--- config.mk ---
export PLATFORM = sky130hd
export DESIGN_NAME = if_prefetch
export DESIGN_NICKNAME = d
export VERILOG_FILES = /design/src/rtl/if_prefetch.sv
export SDC_FILE = /design/constraint.sdc
export NUM_CORES = 1
export LEC_CHECK = 0
export CAP_MARGIN = 20
export CORE_AREA = 2 2 207 128
export DETAILED_ROUTE_END_ITERATION = 8
export DIE_AREA = 0 0 209 130
export PLACE_DENSITY = 0.85
export REMOVE_ABC_BUFFERS = 1
export SYNTH_ARGS = -nofsm -noshare
export SYNTH_HDL_FRONTEND = slang
export SYNTH_SLANG_ARGS = --single-unit
--- constraint.sdc ---
create_clock -name clk -period 5.76 [get_ports clk]
set_clock_uncertainty 0.1 [all_clocks]
set_input_delay 1.152 -clock clk [delete_from_list [all_inputs] [get_ports clk]]
set_output_delay 1.152 -clock clk [all_outputs]
set_load 0.02 [all_outputs]
--- src/rtl/if_prefetch.sv ---
// Instruction prefetch unit: issues sequential word fetches on a req/gnt/rvalid
// bus, buffers returned words with their PCs in a small FIFO and presents the
// FIFO head to IF/ID over valid/ready. flush_i redirects fetch and discards
// every buffered and in-flight instruction.
module if_prefetch #(
   parameter int          DEPTH    = 4,
   parameter logic [31:0] RESET_PC = 32'h0000_0000
) (
   input  logic                       clk,
   input  logic                       rst,
   input  logic                       flush_i,
   input  logic [31:0]                flush_pc_i,
   output logic                       mem_req_o,
   output logic [31:0]                mem_addr_o,
   input  logic                       mem_gnt_i,
   input  logic                       mem_rvalid_i,
   input  logic [31:0]                mem_rdata_i,
   output logic                       inst_valid_o,
   output logic [31:0]                inst_o,
   output logic [31:0]                inst_pc_o,
   input  logic                       inst_ready_i,
   output logic [$clog2(DEPTH+1)-1:0] fifo_cnt_o
);

   localparam int CW = $clog2(DEPTH + 1);  // occupancy / counter width
   localparam int PW = $clog2(DEPTH);      // FIFO pointer width
   localparam int SW = CW + 2;             // headroom for summing three counters

   logic [31:0]   fetch_pc_q, fetch_pc_d;
   logic [31:0]   resp_pc_q, resp_pc_d;
   logic [CW-1:0] live_q, live_d;
   logic [CW-1:0] drop_q, drop_d;
   logic [CW-1:0] cnt_q, cnt_d;
   logic [PW-1:0] wr_ptr_q, wr_ptr_d;
   logic [PW-1:0] rd_ptr_q, rd_ptr_d;
   logic [31:0]   fifo_pc_q   [DEPTH];
   logic [31:0]   fifo_inst_q [DEPTH];

   logic [SW-1:0] occupancy;
   logic          req;
   logic          grant;
   logic          push;
   logic          pop;

   // Buffered words plus every outstanding request must fit in the FIFO, so a
   // response always finds a free slot. Flush and reset both withdraw the request.
   assign occupancy = SW'(cnt_q) + SW'(live_q) + SW'(drop_q);
   assign req       = !rst && !flush_i && (occupancy < SW'(DEPTH));
   assign grant     = req && mem_gnt_i;
   // Responses for requests issued before a flush are the oldest ones and are
   // consumed from the drop counter first.
   assign push      = mem_rvalid_i && (drop_q == '0) && !flush_i;
   assign pop       = (cnt_q != '0) && inst_ready_i && !flush_i;

   // Next-state for fetch/response PCs, request counters and FIFO bookkeeping.
   always_comb begin
      // NOTE: every variable gets its hold value first so no path leaves it unassigned (no latch).
      fetch_pc_d = fetch_pc_q;
      resp_pc_d  = resp_pc_q;
      live_d     = live_q;
      drop_d     = drop_q;
      cnt_d      = cnt_q;
      wr_ptr_d   = wr_ptr_q;
      rd_ptr_d   = rd_ptr_q;
      if (flush_i) begin
         fetch_pc_d = flush_pc_i & ~32'h3;
         resp_pc_d  = flush_pc_i & ~32'h3;
         // Everything still outstanding becomes stale; a response this cycle retires one.
         drop_d     = CW'(SW'(drop_q) + SW'(live_q) + SW'(grant) - SW'(mem_rvalid_i));
         live_d     = '0;
         cnt_d      = '0;
         wr_ptr_d   = '0;
         rd_ptr_d   = '0;
      end else begin
         if (grant) begin
            fetch_pc_d = fetch_pc_q + 32'd4;
         end
         live_d = live_q + CW'(grant) - CW'(push);
         drop_d = drop_q - CW'(mem_rvalid_i && (drop_q != '0));
         if (push) begin
            resp_pc_d = resp_pc_q + 32'd4;
            wr_ptr_d  = wr_ptr_q + PW'(1);
         end
         if (pop) begin
            rd_ptr_d = rd_ptr_q + PW'(1);
         end
         cnt_d = cnt_q + CW'(push) - CW'(pop);
      end
   end

   // Control state register with asynchronous reset.
   always_ff @(posedge clk or posedge rst) begin
      if (rst) begin
         fetch_pc_q <= RESET_PC;
         resp_pc_q  <= RESET_PC;
         live_q     <= '0;
         drop_q     <= '0;
         cnt_q      <= '0;
         wr_ptr_q   <= '0;
         rd_ptr_q   <= '0;
      end else begin
         // NOTE: non-blocking assignments so every flop samples pre-edge values.
         fetch_pc_q <= fetch_pc_d;
         resp_pc_q  <= resp_pc_d;
         live_q     <= live_d;
         drop_q     <= drop_d;
         cnt_q      <= cnt_d;
         wr_ptr_q   <= wr_ptr_d;
         rd_ptr_q   <= rd_ptr_d;
      end
   end

   // FIFO storage write port.
   always_ff @(posedge clk) begin
      // NOTE: storage is not reset; the head is only observed while cnt_q != 0.
      if (push) begin
         fifo_pc_q[wr_ptr_q]   <= resp_pc_q;
         fifo_inst_q[wr_ptr_q] <= mem_rdata_i;
      end
   end

   assign mem_req_o    = req;
   assign mem_addr_o   = fetch_pc_q;
   assign inst_valid_o = (cnt_q != '0);
   assign inst_o       = inst_valid_o ? fifo_inst_q[rd_ptr_q] : 32'h0;
   assign inst_pc_o    = inst_valid_o ? fifo_pc_q[rd_ptr_q]   : 32'h0;
   assign fifo_cnt_o   = cnt_q;

   // The issue cap must keep a free slot for every response.
   a_no_push_when_full : assert property (@(posedge clk) disable iff (rst)
      !(push && (cnt_q == CW'(DEPTH))));

   // The memory returns exactly one response per granted request.
   a_no_orphan_rvalid : assert property (@(posedge clk) disable iff (rst)
      !(mem_rvalid_i && (live_q == '0) && (drop_q == '0)));

endmodule

Word-level counts from Yosys, hierarchy flattened

Memory sizes are Yosys's and may differ from the RTL's.
Index checks and enable logic that the tools add are counted.

Logic and storage cells: 55
Bits of input ports: 70
Bits in latches: 0
Flip-flop bits (word level): 77
Memories kept: 2
Output and inout bits: 101
RAM bits: 256
Bits in read-only memories: 0

Memory list:

| name        | words | bits a word | rd ports | clocked after memory_dff | write ports | RTL line | source |
|---|---|---|---|---|---|---|---|
| fifo_inst_q | 4     | 32          | 1        | 0                        | 1           | 37       | `logic [31:0] fifo_inst_q [DEPTH];` |
| fifo_pc_q   | 4     | 32          | 1        | 0                        | 1           | 36       | `logic [31:0] fifo_pc_q [DEPTH];` |

Eq/ne operators: 0
Div/mod/pow operators: 0
Add/sub/neg operators: 14
Multiply operators: 0
Shift-type cells: 0
Reduce and logical (&&, ||, !) cells: 16
Order comparisons: 1
Bitwise gates (word level): 0
Multiplexer cells: 15

Operator list:

| operator              | number |
|---|---|
| $mux 32               | 6 |
| $add 32x3->32 const B | 2 |
| $sub 3x1->3           | 4 |
| $add 3x1->3           | 3 |
| $mux 3                | 3 |
| $logic_and 1x1->1     | 8 |
| $mux 2                | 4 |
| $reduce_bool 2->1     | 3 |
| $reduce_bool 3->1     | 2 |
| $add 4x3->5           | 1 |
| $lt 5x3->1 const B    | 1 |
| $add 2x1->2 const B   | 2 |
| $add 3x3->4           | 1 |
| $add 3x3->3           | 1 |
| $logic_not 3->1       | 1 |
| $logic_not 1->1       | 2 |
| $mux 1                | 2 |

Longest topological paths before layout

Gate-level depths: netlist of the first run.

Depth in word-level cells: 8
Mapped depth: 16
Depth with buffers taken out: 15

Worst setup path after synthesis of the first run

OpenSTA, ideal clock, no wires.

Path kind: register to register
Start: register cnt_q[1], in the netlist fifo_cnt_o[1]
End: register drop_q[2]
Path slack: 1,465 ps
Buffers on the path: 1
Clock period less this slack: 4,295 ps
Required time: 5,533 ps
Arrival: 4,068 ps
Cell stages (with the launch flop): 17
Path through: dfrtp_1 -> inv_1 -> fa_1 -> nor2_1 -> fa_1 -> nor3_2 -> o211ai_2 -> nor2_1 -> clkbuf_1 -> xnor2_1 -> ha_1 -> o21bai_1 -> fa_1 -> xnor2_1 -> xnor2_1 -> mux2i_1 -> xnor2_1

Longest elaborated chain between the ends: 8

RTL lines:

| item                   | RTL line | source |
|---|---|---|
| start, declared        | 33       | `logic [CW-1:0] cnt_q, cnt_d;` |
| start signal, assigned | 107      | `cnt_q <= cnt_d;` |
| $add 3x3->4            | 47       | `assign occupancy = SW'(cnt_q) + SW'(live_q) + SW'(drop_q);` |
| $add 4x3->5            | 47       |  |
| $lt 5x3->1             | 48       | `assign req = !rst && !flush_i && (occupancy < SW'(DEPTH));` |
| $logic_and 1x1->1      | 48       |  |
| $logic_and 1x1->1      | 49       | `assign grant = req && mem_gnt_i;` |
| $add 3x1->3            | 69       | `drop_d = CW'(SW'(drop_q) + SW'(live_q) + SW'(grant) - SW'(mem_rvalid_i));` |
| $sub 3x1->3            | 69       |  |
| $mux 3                 | 65       | `if (flush_i) begin` |
| via drop_d[2]          | 32       | `logic [CW-1:0] drop_q, drop_d;` |
| end signal, assigned   | 106      | `drop_q <= drop_d;` |
| end, declared          | 32       |  |

The timed path passes the listed nets, and every way through them passes these cells.
A chain may end at the register's enable or synchronous reset.

Worst setup path after layout of the first run

Start: register cnt_q[1], in the netlist fifo_cnt_o[1]
End: output mem_req_o

Longest elaborated chain between the ends: 4

RTL lines:

| item              | RTL line | source |
|---|---|---|
| $add 3x3->4       | 47       |  |
| $add 4x3->5       | 47       |  |
| $lt 5x3->1        | 48       |  |
| $logic_and 1x1->1 | 48       |  |
| end, declared     | 13       | `output logic mem_req_o,` |

Every way passes these cells.

==> results_dict.tcl, run 1 <==
set metrics [dict create \
    die_y_um 130 \
    finalWirelength_mm 31.6 \
    pin_count_of_the_biggest_net_entering_global_routing 57 \
    detail-route-antenna-nets 0 \
    muxShareOfSynthArea_pct 10.8 \
    initial_utilization_pct 54.6 \
    detail_route.wl_per_cell_um 22.0 \
    nFillCells 1783 \
    clock_sinks 321 \
    critical_path_required_ps 4510 \
    share_seq_of_total_power_pct 42.3 \
    power_frac_clock_pct 28.8 \
    first_pass_grt_wire_length_mm 48.5 \
    finalSetupViolations 0 \
    post_synth_and_or_nand_nor_area_fraction_pct 10.7 \
    worst_setup_path_start_kind "flip-flop" \
    netSwitchingFraction_pct 30.1 \
    synth_cells 908 \
    ys_dominant_reg_cell "sky130_fd_sc_hd__edfxtp_1" \
    grt_usage_pct 23.5 \
    routabilityCongestion 0.909 \
    min_path_cells 1 \
    tightest_slew_ps 1060 \
    syn_std_cell_area_um2 14000 \
    vdd.ir_drop.worst_mv 0.242 \
    min-delay-start "mem_addr_o[15]" \
    synth_compound_area_share_pct 4.79 \
    ctsLongestPathBuffers 3 \
    cts_inserted_buffers 29 \
    pin_count 171 \
    critical-path-slowest-cell "sky130_fd_sc_hd__clkdlybuf4s50_1" \
    setup-tns-final_ps 0 \
    adder_and_majority_gate_portion_of_the_synthesized_area_pct 2.29 \
    placement.io_buffers 164 \
    ys_types 57 \
    static-leakage-power_nw 5.82 \
    yosys_register_bits 321 \
    yosys_warnings 0 \
    antenna_cells_inserted 0 \
    cts_tree "built" \
    worstRegToRegCells 14 \
    leading_cell_types_in_the_layout_fill_and_taps_excluded "sky130_fd_sc_hd__edfxtp_1, sky130_fd_sc_hd__clkdlybuf4s50_1, sky130_fd_sc_hd__dfrtp_1" \
    critical_path.max_stage_delay_ps 620 \
    period_needed_ps 4650 \
    hold_path_sink "mem_addr_o[15]" \
    timing.critical_path.fanout_max 4 \
    areaGrowthSynthToFinish_pct 21.5 \
    detail_route.vias_per_cell 5.94 \
    hold_buffers 0 \
    detail_route.first_pass.iterations 8 \
    power.density_nw_per_um2 400 \
    rrSetupSlack_ps 1440 \
    core_area_um2 25600 \
    dr.first_iter.drc_count 926 \
    first_global_vias 8218 \
    holdCritPathClass "reg -> reg" \
    switching_power_mw 2.05 \
    dr_drc_count 0 \
    finalCritPeriodShare_pct 80.7 \
    post_cts_resize_count 0 \
    seq_area_um2 9280 \
    r2r-end "live_q[2]" \
    cap_viol_max_count 0 \
    timing.slew.headroom_pct 28.4 \
    post_cts_setup_driven_buffer_insertion_count 0 \
    drv_slew 0 \
    critPathKind "reg -> out" \
    die_w_um 209 \
    comb_power_share_pct 29.0 \
    nets 1169 \
    die-area_um2 27200 \
    drive_gt1_share_pct 14.3 \
    synth_top_family_by_area "multiplexers" \
    grt_antenna_before_repair 0 \
    clock_insertion_delay_worst_skew_ps 550 \
    worst_r2r_startpoint "fifo_cnt_o[1]" \
    ctsRootBufferMaster "sky130_fd_sc_hd__clkbuf_16" \
    timing_hold_violations_final 0 \
    crit_path_cell_trace "inv_1 > fa_1 > nor2_1 > fa_1 > nor3_2 > o21ai_0 > nor2_1 > clkdlybuf4s50_1" \
    fmax_ghz 0.215 \
    routed-via-count 8534 \
    clk_transition_reported_paths_ps 70 \
    cts-htree-levels 1 \
    final_common_cell "sky130_fd_sc_hd__edfxtp_1" \
    placement_rows 46 \
    grt_setup_unrepaired "false" \
    arrival_ps 3390 \
    grt_overflow_total 0 \
    synth_enable_flop_cells 248 \
    synth-xor-area-share_pct 2.51 \
    power_report.internal_total_mw 4.74 \
    seq_area_frac_synth_pct 66.4 \
    postLayoutCoreUtil_pct 66.3 \
    worst_setup_path_end_kind "primary output" \
    share_of_synthesized_registers_carrying_an_async_set_or_reset_pct 22.7 \
    detailed_place_hpwl_mm 21.4 \
    multi_input_logic_area_um2 4380 \
    run_status "complete, no violations" \
    mapped_avg_cell_area_um2 15.4 \
]
-- kinds of logic after synthesis --
logic type,Yosys count
flops,321
other cells,1
compound gates,105
buf+inv,82
simple gates,264
fa+ha+maj,22
xor+xnor,40
mux,73
-- per-layer routing --
| layer | up-vias | track usage (%) | part of all wire (%) |
|---|---|---|---|
| met5 | - | 0 | 0 |
| met4 | 0 | 5.13 | 1.7 |
| met3 | 43 | 4.69 | 8.3 |
| met2 | 390 | 34.5 | 45 |
| met1 | 4307 | 36.7 | 45 |
| li1 | 3794 | - | - |
-- synthesized netlist by cell type, drive strengths merged (5+ instances only) --
library cell  instances  area share, %
a21o                  9           0.48
a21oi                13           0.47
and2                 64            2.9
and3                  9           0.40
and4                  7           0.44
buf                  21           0.81
clkbuf               27           0.73
dfrtp                73             13
edfxtp              248             53
fa                    6           0.86
ha                   16            1.4
inv                  33           0.89
mux2                  7           0.56
mux4                 62             10
nand2                58            1.6
nand3                29            1.0
nand4                17           0.76
nor2                 28           0.75
nor2b                 6           0.27
nor3                 16           0.61
nor4                 14           0.89
o211ai                5           0.30
o21ai                48            1.7
o31a                 11           0.69
o41ai                 6           0.38
xnor2                25            1.6
xor2                 15           0.94
-- worst max-delay path: cells and delay by family, from the launching register on --
family | cells | cell delay [ps]
buffers and inverters | 2 | 750
DFF | 1 | 400
adders and majority gates | 2 | 990
AOI/OAI and AO/OA | 1 | 150
and+or+nand+nor | 3 | 550
-- power by group through the flow --
stage / registers (mW) / clock network, mW / logic (mW)
after CTS: 2.87 / 1.98 / 1.99
after floorplan: 2.95 / 0 / 1.09
after global placement: 2.90 / 0 / 1.92
after global routing: 2.90 / 2.07 / 2.11
after detailed placement: 2.91 / 0 / 1.97
final: 2.87 / 1.95 / 1.97
-- final cells by class --
cell class,instances,share of cell area (%)
Sequential cell,321,54.6
Multi-Input combinational cell,508,25.8
Timing Repair Buffer,183,10.6
Clock buffer,46,5.53
Tap cell,336,2.48
Inverter,34,0.752
Clock inverter,8,0.273
-- through the flow --
step | instance area, um2 | setup WS [ps] | total power, mW | hold slack [ps] | instances
4_1_cts | 17000 | 1110 | 6.84 | 454 | 1436
3_3_place_gp | 16000 | 1560 | 4.83 | 432 | 1381
5_1_grt | 17000 | 989 | 7.07 | 491 | 1436
6_report | 17000 | 1110 | 6.79 | 458 | 1436
3_5_place_dp | 16000 | 1500 | 4.89 | 442 | 1382
2_1_floorplan | 13800 | 1110 | 4.04 | 394 | 863
-- flip-flops by register name, indices dropped and copies added (netlist names) --
signal / cells
resp_pc_q: 30
fifo_pc_q: 120
rd_ptr_q: 2
wr_ptr_q: 2
fifo_cnt_o: 3
drop_q: 3
mem_addr_o: 30
live_q: 3
fifo_inst_q: 128
-- worst max path at each step --
stage	from	to	slack [ps]	cells past startpoint
finish	fifo_cnt_o[1]	mem_req_o	1110	8
global route	fifo_cnt_o[1]	mem_req_o	990	8
CTS	fifo_cnt_o[1]	mem_req_o	1110	8
detailed placement	fifo_cnt_o[1]	live_q[2]	1500	14
global placement	mem_rvalid_i	fifo_inst_q[3][18]	1560	5
floorplan	rd_ptr_q[0]	inst_o[0]	1110	2
(Power assumes the default switching activity.)
==> inputs of run 2 (changes only) <==
- clock period: 5.76 -> 4.8 ns (I/O delays scaled with it)
==> results_dict.tcl, run 2 (synthesized netlist as in run 1, its figures left out) <==
set metrics [dict create \
    cts_inserted_buffers 29 \
    routed-via-count 8611 \
    min_path_cells 1 \
    grt_overflow_total 0 \
    leading_cell_types_in_the_layout_fill_and_taps_excluded "sky130_fd_sc_hd__edfxtp_1, sky130_fd_sc_hd__clkdlybuf4s50_1, sky130_fd_sc_hd__dfrtp_1" \
    drive_gt1_share_pct 13.3 \
    nets 1170 \
    worstRegToRegCells 15 \
    power_frac_clock_pct 26.3 \
    finalSetupViolations 0 \
    areaGrowthSynthToFinish_pct 20.8 \
    dr_drc_count 0 \
    timing_hold_violations_final 0 \
    switching_power_mw 2.43 \
    reg_top3 "fifo_inst_q: 128 flops, fifo_pc_q: 120 flops" \
    grt_antenna_before_repair 0 \
    detailed_place_hpwl_mm 20.9 \
    largest_register_ffs 128 \
    arrival_ps 3280 \
    final_setup_margin_ps 457 \
    critPathKind "reg -> out" \
    power_report.internal_total_mw 5.49 \
    placement.io_buffers 164 \
    dr.first_iter.drc_count 843 \
    holdCritPathClass "reg -> reg" \
    hold_buffers 0 \
    detail_route.first_pass.iterations 5 \
    detail-route-antenna-nets 0 \
    die-area_um2 27200 \
    worst_setup_path_end_kind "primary output" \
    vdd.ir_drop.worst_mv 0.294 \
    timing.slew.headroom_pct 39.9 \
    cts_tree "built" \
    critical_path.max_stage_delay_ps 600 \
    post_cts_setup_driven_buffer_insertion_count 0 \
    drv_slew 0 \
    die_w_um 209 \
    share_seq_of_total_power_pct 43.2 \
    placed_insts 1382 \
    static-leakage-power_nw 5.74 \
    clock_sinks 321 \
    first_pass_grt_wire_length_mm 48.8 \
    first_global_vias 8333 \
    detail_route.vias_per_cell 6.00 \
    nFillCells 1804 \
    pin_count 171 \
    placement_rows 46 \
    grt_usage_pct 23.6 \
    tightest_slew_ps 901 \
    core_area_um2 25600 \
    period_needed_ps 4340 \
    cap_viol_max_count 0 \
    antenna_cells_inserted 0 \
    critical_path_required_ps 3740 \
    clk_transition_reported_paths_ps 70 \
    placement.setup.worst_slack_ps 727 \
    worst_setup_path_start_kind "flip-flop" \
    timing.critical_path.fanout_max 4 \
    routabilityCongestion 0.872 \
    finalWirelength_mm 31.7 \
    run_status "complete, no violations" \
    comb_power_share_pct 30.5 \
    post_cts_resize_count 0 \
    largest_register "fifo_inst_q" \
    cts-htree-levels 1 \
    clock_insertion_delay_worst_skew_ps 540 \
    finalCritPeriodShare_pct 90.5 \
    pin_count_of_the_biggest_net_entering_global_routing 66 \
    crit_path_cell_trace "inv_1 > fa_1 > nor2_1 > fa_1 > nor3_2 > o21ai_0 > nor2_1 > clkdlybuf4s50_1" \
    power.density_nw_per_um2 469 \
    critical-path-slowest-cell "sky130_fd_sc_hd__clkdlybuf4s50_1" \
    fmax_ghz 0.230 \
    grt_setup_unrepaired "false" \
    detail_route.wl_per_cell_um 22.1 \
    ctsLongestPathBuffers 3 \
    initial_utilization_pct 54.6 \
    netSwitchingFraction_pct 30.7 \
    post_layout_nonfiller_instances 1434 \
    ctsRootBufferMaster "sky130_fd_sc_hd__clkbuf_16" \
    finalPower_mw 7.92 \
    setup-tns-final_ps 0 \
    die_y_um 130 \
    final_common_cell "sky130_fd_sc_hd__edfxtp_1" \
]
## run 2: cell types whose count changed in the layout (fill, tap and decap cells not counted), moves of 2 or more
cell,previous run,this run
sky130_fd_sc_hd__clkbuf_16,33,29
sky130_fd_sc_hd__clkinv_1,1,3
sky130_fd_sc_hd__buf_4,18,15
sky130_fd_sc_hd__clkbuf_8,5,1
sky130_fd_sc_hd__clkbuf_1,4,11
sky130_fd_sc_hd__buf_12,1,5
sky130_fd_sc_hd__clkbuf_4,4,0
## run 2: worst max-delay path: cells and delay by family, from the launching register on
family / cells / cell delay [ps]
buffers and inverters: 2 / 740
adders and majority gates: 2 / 990
DFF: 1 / 410
AOI/OAI and AO/OA: 1 / 120
and+or+nand+nor: 3 / 480
## run 2: layout make-up
cell class              count  area [um2]  share of cell area, %
clock buffers              41         781                   4.62
clock inverters            10        52.6                  0.311
inverters                  34         128                  0.756
multi-input cells         508        4380                   25.9
flip-flops and latches    321        9280                   55.0
well taps                 336         420                   2.49
repair buffers            184        1850                   11.0
## run 2: worst paths after layout
kind | to | slack, ps | startpoint
worst max-delay path | mem_req_o | 460 | fifo_cnt_o[1]
worst min-delay path | mem_addr_o[8] | 470 | mem_addr_o[8]
worst max register to register | drop_q[2] | 670 | fifo_cnt_o[1]
worst min register to register | mem_addr_o[8] | 470 | mem_addr_o[8]
max in group asynchronous | resp_pc_q[3] | 2830 | rst
min in group asynchronous | mem_addr_o[14] | 810 | rst
## run 2: stage by stage
step / hold slack, ps / utilization [%] / area, um2
2_1_floorplan: 394 / - / 13800
3_3_place_gp: 440 / 62.6 / 16000
3_5_place_dp: 447 / 62.6 / 16000
4_1_cts: 463 / 65.8 / 16900
5_1_grt: 483 / 65.9 / 16900
6_report: 469 / 65.9 / 16900
## run 2: metal layers
metal	global-route usage (%)	up-vias	share of wire, %
met2	35.6	403	45
met1	36.4	4367	46
li1	-	3796	-
met3	4.55	45	8.1
met5	0	-	0
met4	4.41	0	1.4
## run 2: power by group through the flow
stage | clock (mW) | sequential, mW | combinational (mW)
final | 2.09 | 3.42 | 2.42
after global routing | 2.24 | 3.45 | 2.59
after CTS | 2.12 | 3.42 | 2.42
after detailed placement | 0 | 3.47 | 2.41
after global placement | 0 | 3.46 | 2.35
after floorplan | 0 | 3.54 | 1.31
==> inputs of run 3 (changes only) <==
- CAP_MARGIN: 20 -> not set
==> results_dict.tcl, run 3 (synthesized netlist as in run 1, its figures left out) <==
set metrics [dict create \
    run_status "complete, no violations" \
    drive_gt1_share_pct 13.2 \
    routabilityCongestion 0.872 \
    die_w_um 209 \
    placement_rows 46 \
    clock_insertion_delay_worst_skew_ps 550 \
    setup-tns-final_ps 0 \
    post_cts_resize_count 0 \
    pin_count_of_the_biggest_net_entering_global_routing 66 \
    critical_path_required_ps 3740 \
    period_needed_ps 4340 \
    grt_usage_pct 23.6 \
    multi_input_logic_area_um2 4380 \
    ctsRootBufferMaster "sky130_fd_sc_hd__clkbuf_16" \
    leading_cell_types_in_the_layout_fill_and_taps_excluded "sky130_fd_sc_hd__edfxtp_1, sky130_fd_sc_hd__clkdlybuf4s50_1, sky130_fd_sc_hd__dfrtp_1" \
    nets 1169 \
    worst_setup_path_end_kind "primary output" \
    core_area_um2 25600 \
    largest_register_ffs 128 \
    dr.first_iter.drc_count 814 \
    hold_buffers 0 \
    areaGrowthSynthToFinish_pct 20.7 \
    post_cts_setup_driven_buffer_insertion_count 0 \
    cts-htree-levels 1 \
    vdd.ir_drop.worst_mv 0.294 \
    timing_hold_violations_final 0 \
    nFillCells 1806 \
    grt_setup_unrepaired "false" \
    pin_count 171 \
    timing.critical_path.fanout_max 4 \
    critPathKind "reg -> out" \
    dpl-instance-area_um2 16000 \
    ctsLongestPathBuffers 3 \
    seq_area_um2 9280 \
    first_global_vias 8333 \
    met3_usage_pct 4.55 \
    grt_most_used_layer "met1" \
    static-leakage-power_nw 5.73 \
    detailed_place_hpwl_mm 20.9 \
    reg_top3 "fifo_inst_q: 128 flops, fifo_pc_q: 120 flops" \
    grt_overflow_total 0 \
    finalWirelength_mm 31.6 \
    placement.io_buffers 164 \
    initial_utilization_pct 54.6 \
    globalRouteMet2Util_pct 35.6 \
    routed-via-count 8526 \
    clock_sinks 321 \
    detail_route.wl_per_cell_um 22.0 \
    grt_antenna_before_repair 0 \
    drv_slew 0 \
    detail-route-antenna-nets 0 \
    antenna_cells_inserted 0 \
    detail_route.vias_per_cell 5.95 \
    finalCritPeriodShare_pct 90.3 \
    global_route.usage.met1_pct 36.4 \
    power.density_nw_per_um2 468 \
    dr_drc_count 0 \
    fmax_ghz 0.231 \
    timing.slew.headroom_pct 23.9 \
    die_y_um 130 \
    cts_inserted_buffers 29 \
    arrival_ps 3280 \
    clk_transition_reported_paths_ps 70 \
    cts_tree "built" \
    finalSetupViolations 0 \
    final_common_cell "sky130_fd_sc_hd__edfxtp_1" \
    largest_register "fifo_inst_q" \
    design_area_um2 16900 \
    cap_viol_max_count 0 \
    holdCritPathClass "reg -> reg" \
    first_pass_grt_wire_length_mm 48.8 \
    tightest_slew_ps 1140 \
    worst_setup_path_start_kind "flip-flop" \
    detail_route.first_pass.iterations 6 \
    die-area_um2 27200 \
]
[run 3: cell type report]
class                   count  area share, %
clock buffers              41           4.63
multi-input cells         508           25.9
flip-flops and latches    321           55.0
inverters                  34          0.757
well taps                 336           2.49
repair buffers            183           10.8
clock inverters            10          0.312
[run 3: power breakdown]
group	switching (mW)	internal (mW)	leakage, nW
combinational	1.21	1.17	2.20
sequential	0.246	3.17	3.13
clock	0.955	1.13	0.404
total	2.42	5.47	5.73
[run 3: path summary, 6_finish.rpt]
kind	start	to	slack, ps	cells after the start
setup / recovery	fifo_cnt_o[1]	mem_req_o	460	8
hold / removal	mem_addr_o[8]	mem_addr_o[8]	460	1
setup reg to reg	fifo_cnt_o[1]	drop_q[2]	690	15
hold reg to reg	mem_addr_o[8]	mem_addr_o[8]	460	1
max in group asynchronous	rst	resp_pc_q[3]	2840	3
min in group asynchronous	rst	mem_addr_o[14]	820	2
[run 3: critical path, cell delays in order, from the launching register on]
cell and delay, ps:
sky130_fd_sc_hd__dfrtp_1 400, sky130_fd_sc_hd__inv_1 140, sky130_fd_sc_hd__fa_1 550, sky130_fd_sc_hd__nor2_1 170
sky130_fd_sc_hd__fa_1 440, sky130_fd_sc_hd__nor3_2 210, sky130_fd_sc_hd__o21ai_0 120, sky130_fd_sc_hd__nor2_1 100
sky130_fd_sc_hd__clkdlybuf4s50_1 600
[run 3: metrics by stage]
step / instances / util, % / power [mW] / hold WS [ps] / setup WS [ps]
3_5_place_dp: 1382 / 62.6 / 5.88 / 447 / 727
2_1_floorplan: 863 / - / 4.84 / 394 / 340
6_report: 1433 / 65.8 / 7.89 / 465 / 465
5_1_grt: 1433 / 65.8 / 8.25 / 483 / 294
3_3_place_gp: 1382 / 62.6 / 5.81 / 440 / 816
4_1_cts: 1433 / 65.8 / 7.96 / 463 / 443
[run 3: routing by layer]
| layer | wire [um] | vias to the layer above | part of all wire [%] |
|---|---|---|---|
| met3 | 2510 | 42 | 7.9 |
| met4 | 432 | 0 | 1.4 |
| met5 | 0 | - | 0 |
| met1 | 14500 | 4320 | 46 |
| li1 | - | 3785 | - |
| met2 | 14100 | 379 | 45 |
